## src/rtl/ysyx_22040750_pc_redirect_ctrl_pkg.sv

```systemverilog
// Shared encodings for the next-PC redirect controller.
// States, redirect priority codes and the default boot PC.
package ysyx_22040750_pc_redirect_ctrl_pkg;

    typedef logic [1:0] state_t;
    typedef logic [1:0] prio_t;

    localparam state_t ST_BOOT = 2'd0;
    localparam state_t ST_IDLE = 2'd1;
    localparam state_t ST_HOLD = 2'd2;
    localparam state_t ST_INV  = 2'd3;

    localparam prio_t PRIO_TRAP   = 2'd3;
    localparam prio_t PRIO_FENCEI = 2'd2;
    localparam prio_t PRIO_EX     = 2'd1;
    localparam prio_t PRIO_ID     = 2'd0;

    localparam logic [31:0] RESET_PC_DEF = 32'h8000_0000;

endpackage

```

## src/rtl/ysyx_22040750_pc_redirect_ctrl_prio_sel.sv

```systemverilog
// Fixed-priority pick among trap, fence.i, EX and ID redirects.
// Returns the winning valid flag, its priority code and its target.
module ysyx_22040750_redir_prio_sel
    import ysyx_22040750_pc_redirect_ctrl_pkg::*;
#(
    parameter int XLEN = 32
) (
    input  logic            i_trap_v,
    input  logic [XLEN-1:0] i_trap_pc,
    input  logic            i_fencei_v,
    input  logic [XLEN-1:0] i_fencei_pc,
    input  logic            i_ex_v,
    input  logic [XLEN-1:0] i_ex_pc,
    input  logic            i_id_v,
    input  logic [XLEN-1:0] i_id_pc,
    output logic            o_valid,
    output prio_t           o_prio,
    output logic [XLEN-1:0] o_pc
);

    always_comb begin
        o_valid = 1'b1;
        o_prio  = PRIO_ID;
        o_pc    = i_id_pc;
        if (i_trap_v) begin
            o_prio = PRIO_TRAP;
            o_pc   = i_trap_pc;
        end else if (i_fencei_v) begin
            o_prio = PRIO_FENCEI;
            o_pc   = i_fencei_pc;
        end else if (i_ex_v) begin
            o_prio = PRIO_EX;
            o_pc   = i_ex_pc;
        end else if (!i_id_v) begin
            o_valid = 1'b0;
        end
    end

endmodule

```

## src/rtl/ysyx_22040750_pc_redirect_ctrl.sv

```systemverilog
// Next-PC sequencer: redirect arbitration, pending-target hold,
// pipeline flushes and the fence.i I-cache invalidate handshake.
module ysyx_22040750_pc_redirect_ctrl
    import ysyx_22040750_pc_redirect_ctrl_pkg::*;
#(
    parameter int              XLEN     = 32,
    parameter logic [XLEN-1:0] RESET_PC = XLEN'(RESET_PC_DEF)
) (
    input  logic            I_clk,
    input  logic            I_rst_n,
    input  logic            I_trap_valid,
    input  logic [XLEN-1:0] I_trap_pc,
    input  logic            I_fencei_valid,
    input  logic [XLEN-1:0] I_fencei_pc,
    input  logic            I_ex_redir_valid,
    input  logic [XLEN-1:0] I_ex_redir_pc,
    input  logic            I_id_redir_valid,
    input  logic [XLEN-1:0] I_id_redir_pc,
    input  logic [XLEN-1:0] I_snpc,
    input  logic            I_pc_ready,
    output logic            O_pc_valid,
    output logic [XLEN-1:0] O_dnpc,
    output logic            O_redirect,
    output logic            O_flush_ifid,
    output logic            O_flush_idex,
    output logic            O_icache_inv_req,
    input  logic            I_icache_inv_done,
    output logic            O_busy
);

    state_t          r_state;
    logic [XLEN-1:0] r_pend_pc;
    prio_t           r_pend_prio;

    state_t          w_nxt_state;
    logic [XLEN-1:0] w_nxt_pc;
    prio_t           w_nxt_prio;

    logic            w_sel_v;
    prio_t           w_sel_prio;
    logic [XLEN-1:0] w_sel_pc;
    logic            w_sel_fi;
    logic            w_acc;
    logic            w_valid;
    logic            w_redir;
    logic            w_inv;
    logic            w_busy;
    logic [XLEN-1:0] w_dnpc;

    // fence.i competes with the address of the instruction after it
    logic [XLEN-1:0] w_fi_tgt;
    assign w_fi_tgt = I_fencei_pc + XLEN'(4);

    ysyx_22040750_redir_prio_sel #(
        .XLEN (XLEN)
    ) u_sel (
        .i_trap_v    (I_trap_valid),
        .i_trap_pc   (I_trap_pc),
        .i_fencei_v  (I_fencei_valid),
        .i_fencei_pc (w_fi_tgt),
        .i_ex_v      (I_ex_redir_valid),
        .i_ex_pc     (I_ex_redir_pc),
        .i_id_v      (I_id_redir_valid),
        .i_id_pc     (I_id_redir_pc),
        .o_valid     (w_sel_v),
        .o_prio      (w_sel_prio),
        .o_pc        (w_sel_pc)
    );

    assign w_sel_fi = w_sel_v && (w_sel_prio == PRIO_FENCEI);

    always_comb begin
        w_acc = 1'b0;
        case (r_state)
            ST_IDLE: w_acc = w_sel_v;
            ST_HOLD: w_acc = w_sel_v && (w_sel_prio > r_pend_prio);
            ST_INV:  w_acc = w_sel_v && (w_sel_prio == PRIO_TRAP);
            default: w_acc = 1'b0;
        endcase
    end

    always_comb begin
        w_nxt_state = r_state;
        w_nxt_pc    = r_pend_pc;
        w_nxt_prio  = r_pend_prio;
        if (w_acc) begin
            w_nxt_pc   = {w_sel_pc[XLEN-1:1], 1'b0};
            w_nxt_prio = w_sel_prio;
        end
        case (r_state)
            ST_BOOT: if (I_pc_ready) w_nxt_state = ST_IDLE;
            ST_IDLE: begin
                if (w_sel_fi)
                    w_nxt_state = ST_INV;
                else if (w_sel_v && !I_pc_ready)
                    w_nxt_state = ST_HOLD;
            end
            ST_HOLD: begin
                // a late fence.i still has to invalidate before refetching
                if (w_acc && w_sel_fi)
                    w_nxt_state = ST_INV;
                else if (!w_acc && I_pc_ready)
                    w_nxt_state = ST_IDLE;
            end
            ST_INV: if (I_icache_inv_done) w_nxt_state = ST_HOLD;
            default: w_nxt_state = ST_BOOT;
        endcase
    end

    always_ff @(posedge I_clk or negedge I_rst_n) begin
        if (!I_rst_n) begin
            r_state     <= ST_BOOT;
            r_pend_pc   <= RESET_PC;
            r_pend_prio <= PRIO_ID;
        end else begin
            r_state     <= w_nxt_state;
            r_pend_pc   <= w_nxt_pc;
            r_pend_prio <= w_nxt_prio;
        end
    end

    always_comb begin
        w_valid = 1'b0;
        w_redir = 1'b0;
        w_inv   = 1'b0;
        w_busy  = 1'b0;
        w_dnpc  = r_pend_pc;
        case (r_state)
            ST_BOOT: begin
                w_valid = 1'b1;
                w_redir = 1'b1;
                w_busy  = 1'b1;
                w_dnpc  = RESET_PC;
            end
            ST_IDLE: begin
                w_valid = !w_sel_fi;
                w_redir = w_sel_v;
                w_dnpc  = w_sel_v ? w_sel_pc : I_snpc;
            end
            ST_HOLD: begin
                w_valid = 1'b1;
                w_redir = 1'b1;
            end
            default: begin
                w_inv  = 1'b1;
                w_busy = 1'b1;
            end
        endcase
    end

    assign O_pc_valid       = I_rst_n && w_valid;
    assign O_redirect       = I_rst_n && w_redir;
    assign O_icache_inv_req = I_rst_n && w_inv;
    assign O_busy           = !I_rst_n || w_busy;
    assign O_dnpc           = {w_dnpc[XLEN-1:1], 1'b0};
    assign O_flush_ifid     = I_rst_n && w_acc;
    assign O_flush_idex     = I_rst_n && w_acc && (w_sel_prio != PRIO_ID);

endmodule

```

## config.mk

```make
export PLATFORM = sky130hd
export DESIGN_NAME = ysyx_22040750_pc_redirect_ctrl
export DESIGN_NICKNAME = d
export VERILOG_FILES = /design/src/rtl/ysyx_22040750_pc_redirect_ctrl_pkg.sv /design/src/rtl/ysyx_22040750_pc_redirect_ctrl_prio_sel.sv /design/src/rtl/ysyx_22040750_pc_redirect_ctrl.sv
export SDC_FILE = /design/constraint.sdc
export NUM_CORES = 1
export LEC_CHECK = 0
export CORE_MARGIN = 10
export CORE_UTILIZATION = 40
export CTS_CLUSTER_SIZE = 40
export DETAILED_ROUTE_END_ITERATION = 7
export GPL_TIMING_DRIVEN = 0
export PLACE_DENSITY = 0.85
export SYNTH_ARGS = -nofsm -noshare
export SYNTH_HDL_FRONTEND = slang
export SYNTH_SLANG_ARGS = --single-unit
export TNS_END_PERCENT = 1
```

## constraint.sdc

```tcl
create_clock -name I_clk -period 4.3 [get_ports I_clk]
set_input_delay 0.86 -clock I_clk [delete_from_list [all_inputs] [get_ports I_clk]]
set_output_delay 0.86 -clock I_clk [all_outputs]
set_load 0.005 [all_outputs]
```

==> impl_metrics.csv <==
group,metric,value,unit
setup_path,crit_type,"in2out",
yosys,syn_area_per_cell,7.452,µm²
setup_path,cp_max_fo,4,
die,num_rows,35,
timing,worstMarginPinSlew,0.9137,ns
timing,clock_skew,0.006001,ns
timing,hold_violations,0,
pwr,ir_drop,0.3085,mV
die,dieArea,13620,µm²
layout,diodes,0,
routing,vias,5022,
layout,area_delta_synth_final,66.05,%
setup_path,arrival,3.43,ns
cts,cts_tree,"done",
routing,routedWlPerCell,23.23,µm
setup_path,cp_data_required_time,3.44,ns
hold_path,hold_depth,2,
grt,grt_max_degree,40,
layout,fin_util,0.6787,
yosys,async_reset_ff_frac,1.000,
die,ios,206,
yosys,synthCells,502,
die,die_height,116.7,µm
grt,grt.total_usage,0.2690,
yosys,synth_fp_nets,678,
routing,ant_nets,0,
die,core_area,9153,µm²
cts,tritoncts.num_buffers,5,
yosys,synth_edf_count,0,
routing,first_iter_violations,494,
job,cap_viol_max_count,0,
yosys,netlist_area,3741,µm²
timing,min_period,4.289,ns
pwr,power.density,464.6,nW/µm²
setup_path,worst_setup_path_start_kind,"input port",
cts,cts_buffer_depth,2,
timing,tns,0,ns
cts,clock_latency,0.29,ns
pwr,leakagePower,2.520,nW
setup_path,r2r_cells,7,
status,outcome,"complete, no violations",
yosys,yosysSeqAreaShare,0.2344,
yosys,ys_types,64,
yosys,yosysWarnings,0,
pwr,p_total,0.002886,W
grt,grt_pass1_vias,4917,
routing,firstDrtPassIters,5,
timing,slew_headroom,0.3909,
layout,fin_area,6212,µm²
timing,setup_viol,0,
placed_design,port_buffers,198,
hold_path,hp-class,"reg2reg",
placed_design,dpl-instance-area,5857,µm²
placed_design,hpwl,15.26,mm
grt,antenna_found_initial,0,
layout,drive_gt1_frac,0.1007,
cts,cts_sinks,35,
grt,grt_pass1_wl,28.50,mm
die,die_w,116.7,µm
cts,clk_pin_slew,0.08,ns
timing,fmax,233.1,MHz
setup_path,end_kind,"output pin",
layout,nets,890,
timing,post-route-period-util,0.9975,
routing,finalWirelength,19.19,mm
timing,drv_slew,0,
cts,cts-root-buf,"clkbuf_8",
cts,ctsHoldBuffers,0,
yosys,ys.flop_type,"dfrtp_1",
yosys,ys_ff_latch,35,
grt,grt-ovfl-total,0,
die,start_util,0.4087,
placed_design,globalplace.congestion,0.9478,
timing,rsz0062_at_grt,"true",
routing,vias_per_cell,6.080,
routing,drc,0,
cts,htreeDepth,2,
-- cell usage in the layout (no fill, tap or decap), types with 4 or more instances in the layout --
cell type and instances:
and3_1 9, a31oi_1 10, nor2b_1 7, clkdlybuf4s50_1 186, nand2_1 69, o221ai_1 7, or3_1 4, dfrtp_1 34
a32oi_1 10, clkbuf_1 23, mux2i_1 24, o21ai_0 48, and2_1 6, inv_1 16, buf_4 10, nand4_1 11
nand3_1 16, dlymetal6s2s_1 8, xnor2_1 10, mux2_2 7, a211o_1 5, a211oi_1 18, clkbuf_8 5, nor2_1 21
o21ai_1 16, buf_2 6, xor2_1 6, o22ai_1 4, ha_1 7, a21oi_1 22
-- state kept, by name, indices dropped and copies added, names as in the netlist --
| register | flops |
|---|---|
| r_state | 2 |
| r_pend_pc | 31 |
| r_pend_prio | 2 |
-- kinds of logic after synthesis --
| kind of cell | synth area share |
|---|---|
| other cells | 0.001002 |
| mux | 0.08796 |
| xor+xnor | 0.03746 |
| buf+inv | 0.06455 |
| compound gates | 0.3141 |
| flops | 0.2345 |
| fa+ha+maj | 0.02676 |
| simple gates | 0.2338 |
-- worst max-delay path: stages --
cell and delay [ns]:
clkdlybuf4s50_1 0.56, and4_2 0.31, nand4_1 0.24, nor4_4 0.32
mux2i_2 0.29, nor3_1 0.10, o21ai_1 0.21, clkdlybuf4s50_1 0.53
-- power by group --
group	internal, W	switching [W]	total (W)
Clock	0.000173	0.000133	0.000306
Combinational	0.000944	0.00104	0.00199
Sequential	0.000503	0.0000900	0.000593
Total	0.00162	0.00127	0.00289
-- cells in the mapped netlist, drive strengths merged, types with 10 or more instances --
library cell | count | area, µm²
and3 | 11 | 68.82
o21ai | 64 | 320.3
mux2i | 25 | 250.2
inv | 19 | 71.32
a211oi | 19 | 155.2
nand2 | 70 | 262.8
xnor2 | 10 | 87.58
dfrtp | 34 | 850.8
nand4 | 13 | 93.84
buf | 11 | 65.06
nor2 | 24 | 90.09
nand3 | 16 | 80.08
a32oi | 10 | 87.58
a21oi | 24 | 120.1
clkbuf | 27 | 101.4
a31oi | 10 | 62.56
-- repair_timing --
item | CTS | global route
setup buffers | 4 | 4
pin swaps | 3 | 5
endpoints found under the hold margin | 0 | 0
setup endpoints to repair | 29 | 21
gates resized for setup | 26 | 27
-- layer usage --
metal | global-route usage | up-vias | share of wire
met5 | 0 | - | 0
met4 | 0.05601 | 0 | 0.018
met3 | 0.05804 | 27 | 0.10
met2 | 0.4567 | 356 | 0.48
met1 | 0.3413 | 2335 | 0.40
li1 | - | 2304 | -
-- layout make-up --
cell class                      instances  area, µm²
Buffer                                 37      193.9
Clock buffer                            5      68.82
Clock inverter                          3      43.79
Fill cell                             787       2940
Inverter                               20      75.07
Multi-Input combinational cell        409       2759
Sequential cell                        35      877.1
Tap cell                              111      138.9
Timing Repair Buffer                  206       2056
-- metrics by stage --
| stage | std cells | setup WS, ns | hold WS, ns |
|---|---|---|---|
| 2_1_floorplan | 502 | 0.6788 | 0.4385 |
| 3_3_place_gp | 811 | -0.8177 | 0.4534 |
| 3_5_place_dp | 811 | -0.8317 | 0.4623 |
| 4_1_cts | 822 | 0.01222 | 0.4819 |
| 5_1_grt | 826 | -0.07928 | 0.5042 |
| 6_report | 826 | 0.01056 | 0.4821 |
-- worst paths after layout --
path,end,slack (ns),from
min in group asynchronous,r_pend_prio[1]$_DFFE_PN0N_,0.70,I_rst_n
worst min register to register,r_pend_pc[14]$_DFFE_PN0N_,0.48,r_pend_pc[14]$_DFFE_PN0N_
worst max register to register,r_pend_pc[11]$_DFFE_PN0N_,1.92,r_state[1]$_DFFE_PN0P_
max in group asynchronous,r_pend_pc[8]$_DFFE_PN0N_,3.04,I_rst_n
worst min-delay path,r_pend_pc[14]$_DFFE_PN0N_,0.48,r_pend_pc[14]$_DFFE_PN0N_
worst max-delay path,O_dnpc[28],0.01,I_fencei_pc[25]
Note: power is estimated with default switching activity, not from simulation.
